<file path="src/rtl/usb_in_scheduler_if.sv">
// Scheduler-side bus between usb_in_scheduler, USB rx/tx and ether2usb FIFO.
// master drives tokens/FIFO status, slave is the scheduler.
interface usb_in_scheduler_if;
    logic        in_token;
    logic        ack_rcvd;
    logic        frame_done;
    logic [10:0] frame_len;
    logic        fifo_empty;
    logic        tx_byte_req;
    logic        tx_complete;
    logic        tx_enable;
    logic        handshake_prep;
    logic [1:0]  handshake;
    logic        read_enable;
    logic [2:0]  frames_pending;
    logic        len_overflow;
    logic        xfer_error;

    modport master (
        output in_token, ack_rcvd, frame_done, frame_len,
        output fifo_empty, tx_byte_req, tx_complete,
        input  tx_enable, handshake_prep, handshake, read_enable,
        input  frames_pending, len_overflow, xfer_error
    );

    modport slave (
        input  in_token, ack_rcvd, frame_done, frame_len,
        input  fifo_empty, tx_byte_req, tx_complete,
        output tx_enable, handshake_prep, handshake, read_enable,
        output frames_pending, len_overflow, xfer_error
    );
endinterface

</file>
<file path="src/rtl/usb_in_scheduler.sv">
// USB IN scheduler: queues Ethernet frame lengths and answers IN tokens
// with DATA0/DATA1 packets from the ether2usb FIFO, NAK, or timeout flush.
module usb_in_scheduler #(
    parameter int MAX_PKT     = 64,
    parameter int LEN_DEPTH   = 4,
    parameter int ACK_TIMEOUT = 1024
) (
    input  logic               clk,
    input  logic               n_rst,
    usb_in_scheduler_if.slave  bus
);
    localparam int AW = $clog2(LEN_DEPTH);
    localparam int CW = $clog2(ACK_TIMEOUT);

    typedef enum logic [2:0] {
        S_IDLE, S_NAK, S_SEND, S_WAIT, S_FLUSH
    } state_t;

    state_t      r_state;
    state_t      w_next;
    logic [10:0] r_q [LEN_DEPTH];
    logic [AW-1:0] r_rd;
    logic [AW-1:0] r_wr;
    logic [2:0]  r_cnt;
    logic        r_ovf;
    logic [10:0] r_rem;
    logic [10:0] r_pkt;
    logic        r_final;
    logic        r_active;
    logic        r_toggle;
    logic [CW-1:0] r_ack_cnt;

    logic        w_empty;
    logic        w_full;
    logic [10:0] w_rem_start;
    logic [10:0] w_pkt_start;
    logic        w_start;
    logic        w_byte;
    logic        w_flush_rd;
    logic        w_ack;
    logic        w_tmo;
    logic        w_flush_end;
    logic        w_pop;
    logic        w_push;

    assign w_empty     = (r_cnt == 3'd0);
    assign w_full      = (r_cnt == 3'(LEN_DEPTH));
    // A frame already in progress resumes from remaining, else from queue head.
    assign w_rem_start = r_active ? r_rem : r_q[r_rd];
    assign w_pkt_start = (w_rem_start > 11'(MAX_PKT)) ? 11'(MAX_PKT)
                                                      : w_rem_start;
    assign w_start     = (r_state == S_IDLE) && bus.in_token && !w_empty;
    assign w_byte      = (r_state == S_SEND) && bus.tx_byte_req &&
                         (r_pkt != 11'd0) && !bus.fifo_empty;
    assign w_flush_rd  = (r_state == S_FLUSH) && (r_rem != 11'd0) &&
                         !bus.fifo_empty;
    assign w_flush_end = (r_state == S_FLUSH) && (r_rem == 11'd0);
    assign w_ack       = (r_state == S_WAIT) && bus.ack_rcvd;
    assign w_tmo       = (r_state == S_WAIT) && !bus.ack_rcvd &&
                         (r_ack_cnt == CW'(ACK_TIMEOUT - 1));
    assign w_pop       = (w_ack && r_final) || w_flush_end;
    assign w_push      = bus.frame_done && (!w_full || w_pop);

    assign bus.frames_pending = r_cnt;
    assign bus.len_overflow   = r_ovf;

    // State register.
    always_ff @(posedge clk or negedge n_rst) begin
        if (!n_rst) r_state <= S_IDLE;
        else        r_state <= w_next;
    end

    // Next-state decode.
    always_comb begin
        w_next = r_state;
        unique case (r_state)
            S_IDLE:  if (bus.in_token) w_next = w_empty ? S_NAK : S_SEND;
            S_NAK:   w_next = S_IDLE;
            S_SEND:  if (bus.tx_complete) w_next = S_WAIT;
            S_WAIT: begin
                if (bus.ack_rcvd) w_next = S_IDLE;
                else if (w_tmo)   w_next = S_FLUSH;
            end
            S_FLUSH: if (r_rem == 11'd0) w_next = S_IDLE;
            default: w_next = S_IDLE;
        endcase
    end

    // Outputs decoded from state; pops follow the request in the same cycle.
    always_comb begin
        bus.tx_enable      = 1'b0;
        bus.handshake_prep = 1'b0;
        bus.handshake      = 2'b00;
        bus.read_enable    = 1'b0;
        bus.xfer_error     = 1'b0;
        unique case (r_state)
            S_NAK: begin
                bus.handshake_prep = 1'b1;
                bus.handshake      = 2'b10;
            end
            S_SEND: begin
                bus.tx_enable   = 1'b1;
                bus.handshake   = {1'b0, r_toggle};
                bus.read_enable = w_byte;
            end
            S_WAIT:  bus.xfer_error  = w_tmo;
            S_FLUSH: bus.read_enable = w_flush_rd;
            default: ;
        endcase
    end

    // Frame-length storage; contents need no reset, occupancy does.
    always_ff @(posedge clk) begin
        if (w_push) r_q[r_wr] <= bus.frame_len;
    end

    // Queue pointers, occupancy and sticky overflow.
    always_ff @(posedge clk or negedge n_rst) begin
        if (!n_rst) begin
            r_rd  <= '0;
            r_wr  <= '0;
            r_cnt <= 3'd0;
            r_ovf <= 1'b0;
        end else begin
            if (w_push) r_wr <= r_wr + 1'b1;
            if (w_pop)  r_rd <= r_rd + 1'b1;
            if (w_push && !w_pop)      r_cnt <= r_cnt + 3'd1;
            else if (!w_push && w_pop) r_cnt <= r_cnt - 3'd1;
            if (bus.frame_done && !w_push) r_ovf <= 1'b1;
        end
    end

    // Per-frame byte accounting, data toggle and ACK wait counter.
    always_ff @(posedge clk or negedge n_rst) begin
        if (!n_rst) begin
            r_rem     <= 11'd0;
            r_pkt     <= 11'd0;
            r_final   <= 1'b0;
            r_active  <= 1'b0;
            r_toggle  <= 1'b0;
            r_ack_cnt <= '0;
        end else begin
            if (w_start) begin
                r_rem    <= w_rem_start;
                r_pkt    <= w_pkt_start;
                // A full-size packet is never final: short-packet rule.
                r_final  <= (w_rem_start < 11'(MAX_PKT));
                r_active <= 1'b1;
            end else if (w_byte) begin
                r_pkt <= r_pkt - 11'd1;
                r_rem <= r_rem - 11'd1;
            end else if (w_flush_rd) begin
                r_rem <= r_rem - 11'd1;
            end
            if (w_pop) r_active <= 1'b0;
            if (w_ack)            r_toggle <= ~r_toggle;
            else if (w_flush_end) r_toggle <= 1'b0;
            if (r_state == S_SEND && bus.tx_complete) r_ack_cnt <= '0;
            else if (r_state == S_WAIT)               r_ack_cnt <= r_ack_cnt + 1'b1;
        end
    end

    a_stale_byte: assert property (@(posedge clk) disable iff (!n_rst)
        !(r_state == S_SEND && bus.tx_byte_req && bus.fifo_empty));

endmodule

</file>
<file path="src/flat_wrapper.sv">
// flat-port wrapper written by rule: the top's interface ports become plain ports
module usb_in_scheduler_flat 
#(
    parameter int MAX_PKT     = 64,
    parameter int LEN_DEPTH   = 4,
    parameter int ACK_TIMEOUT = 1024
)
  (clk, n_rst, bus_in_token, bus_ack_rcvd, bus_frame_done, bus_frame_len, bus_fifo_empty, bus_tx_byte_req, bus_tx_complete, bus_tx_enable, bus_handshake_prep, bus_handshake, bus_read_enable, bus_frames_pending, bus_len_overflow, bus_xfer_error);
  usb_in_scheduler_if bus_i ();
  input  logic clk;
  input  logic n_rst;
  input wire logic [$bits(bus_i.in_token)-1:0] bus_in_token;
  input wire logic [$bits(bus_i.ack_rcvd)-1:0] bus_ack_rcvd;
  input wire logic [$bits(bus_i.frame_done)-1:0] bus_frame_done;
  input wire logic [$bits(bus_i.frame_len)-1:0] bus_frame_len;
  input wire logic [$bits(bus_i.fifo_empty)-1:0] bus_fifo_empty;
  input wire logic [$bits(bus_i.tx_byte_req)-1:0] bus_tx_byte_req;
  input wire logic [$bits(bus_i.tx_complete)-1:0] bus_tx_complete;
  output wire logic [$bits(bus_i.tx_enable)-1:0] bus_tx_enable;
  output wire logic [$bits(bus_i.handshake_prep)-1:0] bus_handshake_prep;
  output wire logic [$bits(bus_i.handshake)-1:0] bus_handshake;
  output wire logic [$bits(bus_i.read_enable)-1:0] bus_read_enable;
  output wire logic [$bits(bus_i.frames_pending)-1:0] bus_frames_pending;
  output wire logic [$bits(bus_i.len_overflow)-1:0] bus_len_overflow;
  output wire logic [$bits(bus_i.xfer_error)-1:0] bus_xfer_error;
  assign bus_i.in_token = bus_in_token;
  assign bus_i.ack_rcvd = bus_ack_rcvd;
  assign bus_i.frame_done = bus_frame_done;
  assign bus_i.frame_len = bus_frame_len;
  assign bus_i.fifo_empty = bus_fifo_empty;
  assign bus_i.tx_byte_req = bus_tx_byte_req;
  assign bus_i.tx_complete = bus_tx_complete;
  assign bus_tx_enable = bus_i.tx_enable;
  assign bus_handshake_prep = bus_i.handshake_prep;
  assign bus_handshake = bus_i.handshake;
  assign bus_read_enable = bus_i.read_enable;
  assign bus_frames_pending = bus_i.frames_pending;
  assign bus_len_overflow = bus_i.len_overflow;
  assign bus_xfer_error = bus_i.xfer_error;
  usb_in_scheduler #(.MAX_PKT(MAX_PKT), .LEN_DEPTH(LEN_DEPTH), .ACK_TIMEOUT(ACK_TIMEOUT)) u_core (.clk(clk), .n_rst(n_rst), .bus(bus_i));
endmodule
</file>
<file path="config.mk">
export PLATFORM = sky130hd
export DESIGN_NAME = usb_in_scheduler_flat
export DESIGN_NICKNAME = d
export VERILOG_FILES = /design/src/rtl/usb_in_scheduler_if.sv /design/src/rtl/usb_in_scheduler.sv /design/src/flat_wrapper.sv
export SDC_FILE = /design/constraint.sdc
export NUM_CORES = 1
export LEC_CHECK = 0
export ABC_AREA = 1
export CORE_ASPECT_RATIO = 2
export CORE_MARGIN = 1.5
export CORE_UTILIZATION = 48
export CTS_CLUSTER_SIZE = 8
export DETAILED_ROUTE_END_ITERATION = 10
export PLACE_DENSITY = 0.67
export SLEW_MARGIN = 20
export SYNTH_ARGS = -nofsm -noshare
export SYNTH_HDL_FRONTEND = slang
export SYNTH_SLANG_ARGS = --single-unit
</file>
<file path="constraint.sdc">
create_clock -name clk -period 4.2 [get_ports clk]
set_input_delay 0.84 -clock clk [delete_from_list [all_inputs] [get_ports clk]]
set_output_delay 0.84 -clock clk [all_outputs]
set_load 0.01 [all_outputs]
</file>
Word-level counts from Yosys, hierarchy flattened
Memories as Yosys holds them, arrays and structs flattened.
Index checks and enable logic that the tools add are counted.

word-level totals
  flip-flop bits (word level) = 46
  latch bits = 0
  RAM bits = 44
  memory bits (read-only) = 0
  bits of input ports = 19
  word-level logic and storage cells = 98
  memories = 1

memory list
  memory      depth  bits a word  read ports  clocked after Yosys merged registers in  write ports  line                    text
  u_core.r_q  4      11           1           0                                        1            usb_in_scheduler.sv:21  logic [10:0] r_q [LEN_DEPTH];

operators by class
  add/sub/neg operators = 7
  multipliers = 0
  div/mod/pow operators = 0
  $lt $le $gt $ge = 2
  eq/ne operators = 10
  shift-type cells = 0
  multiplexer cells = 29
  bitwise operators = 1
  reductions and logical operators = 37

operator list
  cell                                                                            count
  11-bit 2-to-1 mux                                                               7
  11-bit nonzero test                                                             2
  11-bit by 1-bit subtractor with 11-bit output (second input constant)           2
  3-bit 2-to-1 mux                                                                7
  10-bit 2-to-1 mux                                                               2
  1-bit logical AND                                                               17
  3-bit case mux with 4 select lines                                              1
  11-bit by 7-bit > comparator with 1-bit output (second input constant)          1
  11-bit zero test                                                                1
  11-bit by 7-bit less-than comparator with 1-bit output (second input constant)  1
  10-bit by 1-bit adder with 10-bit output (second input constant)                1
  10-bit equality test (second input constant)                                    1
  2-bit nonzero test                                                              5
  1-bit 2-to-1 mux                                                                9
  3-bit by 2-bit equality test with 1-bit output (second input constant)          2
  3-bit equality test (second input constant)                                     2
  1-bit zero test                                                                 6
  3-bit zero test                                                                 2
  2-bit inequality test (second input constant)                                   3
  2-bit by 1-bit adder with 2-bit output (second input constant)                  2
  2-bit case mux with 2 select lines                                              1
  4-bit AND reduction                                                             1
  3-bit by 1-bit adder with 3-bit output (second input constant)                  1
  3-bit by 1-bit equality test with 1-bit output (second input constant)          1
  7 further kinds                                                                 8

Depth between registers and ports, before layout
  depth after elaboration = 10
  gate-level depth with buffers = 16
  gate-level depth less buffers = 16

Least setup slack after synthesis
Ideal clock, no wire load.

  path type = reg-to-reg
  start = register u_core.r_rem[0]
  end = register u_core.r_cnt[2] (netlist: u_core.bus.frames_pending[2])
  library setup time = 131 ps
  arrival time = 2328 ps
  path slack = 1741 ps
  stages on the path, launching flop included = 17
  buffers on the path = 0
  clock period less this slack = 2459 ps
  cells stage by stage = dfrtp_1 inv_1 ha_1 nand4_1 nor2_1 nand3_1 nand2_4 inv_4 nand3_4 nand2_4 clkinv_4 ha_1 inv_1 fa_1 a21oi_1 o21ai_0 xor2_1

on the way
  cells in the longest elaborated chain, start to end = 8

ends and longest elaborated chain
  what                          line                     text
  start, declared               usb_in_scheduler.sv:26   logic [10:0] r_rem;
  start signal, assigned        usb_in_scheduler.sv:144  r_rem <= w_rem_start;
  start signal, assigned        usb_in_scheduler.sv:151  r_rem <= r_rem - 11'd1;
  start signal, assigned        usb_in_scheduler.sv:153  r_rem <= r_rem - 11'd1;
  11-bit zero test (*)          usb_in_scheduler.sv:57   assign w_flush_end = (r_state == S_FLUSH) && (r_rem == 11'd0);
  1-bit logical AND (*)         usb_in_scheduler.sv:57
  1-bit logical OR (*)          usb_in_scheduler.sv:61   assign w_pop = (w_ack && r_final) || w_flush_end;
  1-bit logical OR (*)          usb_in_scheduler.sv:62   assign w_push = bus.frame_done && (!w_full || w_pop);
  1-bit logical AND (*)         usb_in_scheduler.sv:62
  via u_core.w_push             usb_in_scheduler.sv:44   logic w_push;
  1-bit zero test               usb_in_scheduler.sv:128  else if (!w_push && w_pop) r_cnt <= r_cnt - 3'd1;
  1-bit logical AND             usb_in_scheduler.sv:128
  2-bit nonzero test (no line)  -
  end signal, assigned          usb_in_scheduler.sv:127  if (w_push && !w_pop) r_cnt <= r_cnt + 3'd1;
  end signal, assigned          usb_in_scheduler.sv:128
  end, declared                 usb_in_scheduler.sv:24   logic [2:0] r_cnt;

Mark *: on every way through the listed nets, which the timed path passes. The rest lies on a longest branch.
A chain may end at the register's enable or synchronous reset.

Final worst setup path
  start = register u_core.r_rem[0]
  end = output bus_read_enable

on the way
  cells in the longest elaborated chain, start to end = 4

ends and longest elaborated chain
  what                                line                    text
  11-bit nonzero test                 usb_in_scheduler.sv:55  assign w_flush_rd = (r_state == S_FLUSH) && (r_rem != 11'd0) &&
  1-bit logical AND (2 in series)     usb_in_scheduler.sv:55
  1-bit case mux with 2 select lines  usb_in_scheduler.sv:96  unique case (r_state)
  end, declared                       flat_wrapper.sv:22      output wire logic [$bits(bus_i.read_enable)-1:0] bus_read_enable;

No other way between the ends.

==> impl_metrics.toml <==
[timing]
rsz0062_at_grt = "false"
slew_headroom_pct = 30.8
worst_pin_slew_ps = 1030
final-setup-viol-count = 0
final.setup.tns_ps = 0
finClkSkew_ps = 8.61
hold_violations = 0
fin_crit_sh_pct = 76.4
period_needed_ps = 3210
slew_viol_final = 0
fmax_mhz = 312

[floorplan]
die_w_um = 73.9
core_region_area_um2 = 9760
dieHeight_um = 145
start_util_pct = 49.4
pin_count = 29
num_rows = 51
dieArea_um2 = 10700

[pwr]
ir_drop_mv = 0.323
power.density_nw_per_um2 = 698
p_leak_nw = 2.43

[detailed_routing]
initialDrtViolationCount = 222
drc_errors = 0
viasPerCell = 4.96
route.vias.total = 3589
ant_nets = 0
dr.pass1.iters = 4
wl_per_cell_um = 12.9
wirelength_um = 9360

[critical_path]
cp_max_fo = 4
r2r_start = "u_core.r_rem[0]"
cp.required_ps = 3360
reg2reg_to = "u_core.r_q[1][1]"
reg2regPathDepth = 10
worstPathArrival_ps = 2370
worst_setup_path_start_kind = "flip-flop"
crit_type = "flip-flop to output pin"
reg2reg_slack_ps = 1360
worst_setup_path_end_kind = "output pin"

[logic_synthesis]
syn_nets = 589
yosysWarnings = 0
ys_seq_elements = 90
synth_area_um2 = 4820
ys_async_sr_fraction_pct = 51.1
ys_types = 42
synth_seq_area_share_pct = 51.2
netlist_instances = 560
synth_ff_type = "dfrtp_1"
synth_edf_count = 44
synth.avg_cell_area_um2 = 8.62

[final_layout]
fillers = 909
final_cell_mix = "nand2_1 (126), inv_1 (89), nor2_1 (62)"
area_growth_pct = 13.3
drive_gt1_share_pct = 7.78
final_cell_area_um2 = 5470
nets = 615
mostFrequentLayoutCell = "nand2_1"
antenna_cells = 0

[clock_tree]
h-tree-depth = 3
cts_buffers = 9
hold_buffers = 0
cts.sinks = 90
post-cts-setup-buffers = 0
clock_latency_ps = 350
cts_root_buf = "clkbuf_16"
clk_pin_slew_worst_paths_ps = 70
ctsResizeCount = 0
clk_path_buf_depth = 2
cts_tree = "done"

[hold_path]
min_path_type = "primary input to async pin"

[global_routing]
grt_max_degree = 47
track_usage_pct = 19.9
grt_first_pass_wirelength_um = 16300
antenna_found_initial = 0
grt_pass1_vias = 3617
grt.overflow.total = 0

[job]
maxCapViolCount = 0

[place]
gp_congestion = 0.891
hpwlAfterDp_um = 6890
port_buffers = 28
place_area_um2 = 5160

[status]
status = "finished, final reports clean"
synth_stat cells, types with 2 or more instances:
library cell | number | area (µm²)
buf_6 | 7 | 78.8
xor2_1 | 14 | 123
nor3_4 | 3 | 48.8
buf_2 | 4 | 20.0
dfrtp_1 | 46 | 1150
nand2_1 | 126 | 473
inv_2 | 6 | 22.5
o21ai_0 | 32 | 160
nand2_4 | 3 | 33.8
clkbuf_1 | 2 | 7.51
a31oi_1 | 3 | 18.8
ha_1 | 9 | 113
inv_1 | 89 | 334
o21a_1 | 2 | 15.0
nand2_2 | 3 | 18.8
nand3_1 | 38 | 190
inv_4 | 2 | 12.5
xnor2_1 | 2 | 17.5
edfxtp_1 | 44 | 1320
o211ai_1 | 2 | 15.0
a21oi_1 | 18 | 90.1
nor3_1 | 5 | 25.0
nor3_2 | 2 | 20.0
o21ai_1 | 14 | 70.1
buf_4 | 2 | 15.0
nand4_1 | 4 | 25.0
nor2_1 | 62 | 233
o21bai_1 | 2 | 15.0
where the power goes:
| group | total, mW | leakage (nW) | switching [mW] | internal, mW |
|---|---|---|---|---|
| Combinational | 1.55 | 1.31 | 0.978 | 0.571 |
| Sequential | 1.44 | 0.975 | 0.243 | 1.20 |
| Clock | 0.822 | 0.145 | 0.352 | 0.470 |
| Total | 3.81 | 2.43 | 1.57 | 2.24 |
how the worst max path moves through the flow:
stage                    start                           end  slack, ps  cells after the start
2_1_floorplan  u_core.r_rem[0]  u_core.bus.frames_pending[2]       1740                     16
3_3_place_gp      bus_ack_rcvd  u_core.bus.frames_pending[2]       1140                     15
3_5_place_dp      bus_ack_rcvd              u_core.r_q[0][4]       1070                      9
4_1_cts        u_core.r_rem[0]               bus_read_enable        990                      8
5_1_grt        u_core.r_rem[0]               bus_read_enable        800                      8
6_report       u_core.r_rem[0]               bus_read_enable        990                      8
cell families after synthesis:
kind of cell	Yosys count	share of synthesized area [%]
buffers and inverters	113	10.3
XOR/XNOR	16	2.90
flip-flops	90	51.2
multiplexers	1	0.233
AO/OA/AOI/OAI	77	8.64
AND/OR/NAND/NOR	253	23.9
adder cells (fa/ha/maj)	10	2.75
flip-flops by register name (all words and copies together) (netlist names):
| signal | cells |
|---|---|
| u_core.r_pkt | 11 |
| u_core.r_ack_cnt | 10 |
| u_core.bus.len_overflow | 1 |
| u_core.r_q | 44 |
| u_core.r_wr | 2 |
| u_core.r_state | 3 |
| u_core.bus.frames_pending | 3 |
| u_core.r_rd | 2 |
| u_core.r_toggle | 1 |
| u_core.r_rem | 11 |
| u_core.r_active | 1 |
| u_core.r_final | 1 |
worst max-delay path, cell delays in order (launching register included):
cell and delay (ps):
dfrtp_1 390, inv_1 130, ha_1 240, nand4_1 210, nor2_2 180, nand3_1 180
nand3_1 160, nand2_1 60, clkdlybuf4s50_1 470
metrics by stage:
step | utilization (%) | instances | total power [mW] | setup slack (ps) | hold WS (ps)
floorplan | - | 560 | 2.65 | 1740 | 458
global placement | 52.8 | 707 | 2.97 | 1140 | 476
detailed placement | 52.8 | 707 | 3.01 | 1070 | 490
CTS | 56.0 | 723 | 3.84 | 990 | 510
global route | 56.0 | 723 | 4.14 | 801 | 520
finish | 56.0 | 723 | 3.81 | 990 | 491
final cells by class:
type,instances,area (µm²),share of cell area [%]
repair buffers,30,293,5.36
multi-input cells,357,1850,33.9
clock buffers,10,229,4.19
clock inverters,6,75.1,1.37
inverters,98,378,6.91
well taps,132,165,3.02
flip-flops and latches,90,2470,45.2
routing by layer:
metal | global-route usage, % | vias to the layer above | part of all wire, %
met1 | 21.6 | 1670 | 39
met3 | 3.60 | 15 | 2.6
met5 | 0 | - | 0
met4 | 9.26 | 0 | 2.5
li1 | - | 1842 | -
met2 | 36.1 | 62 | 56
Note: power is estimated with default switching activity, not from simulation.
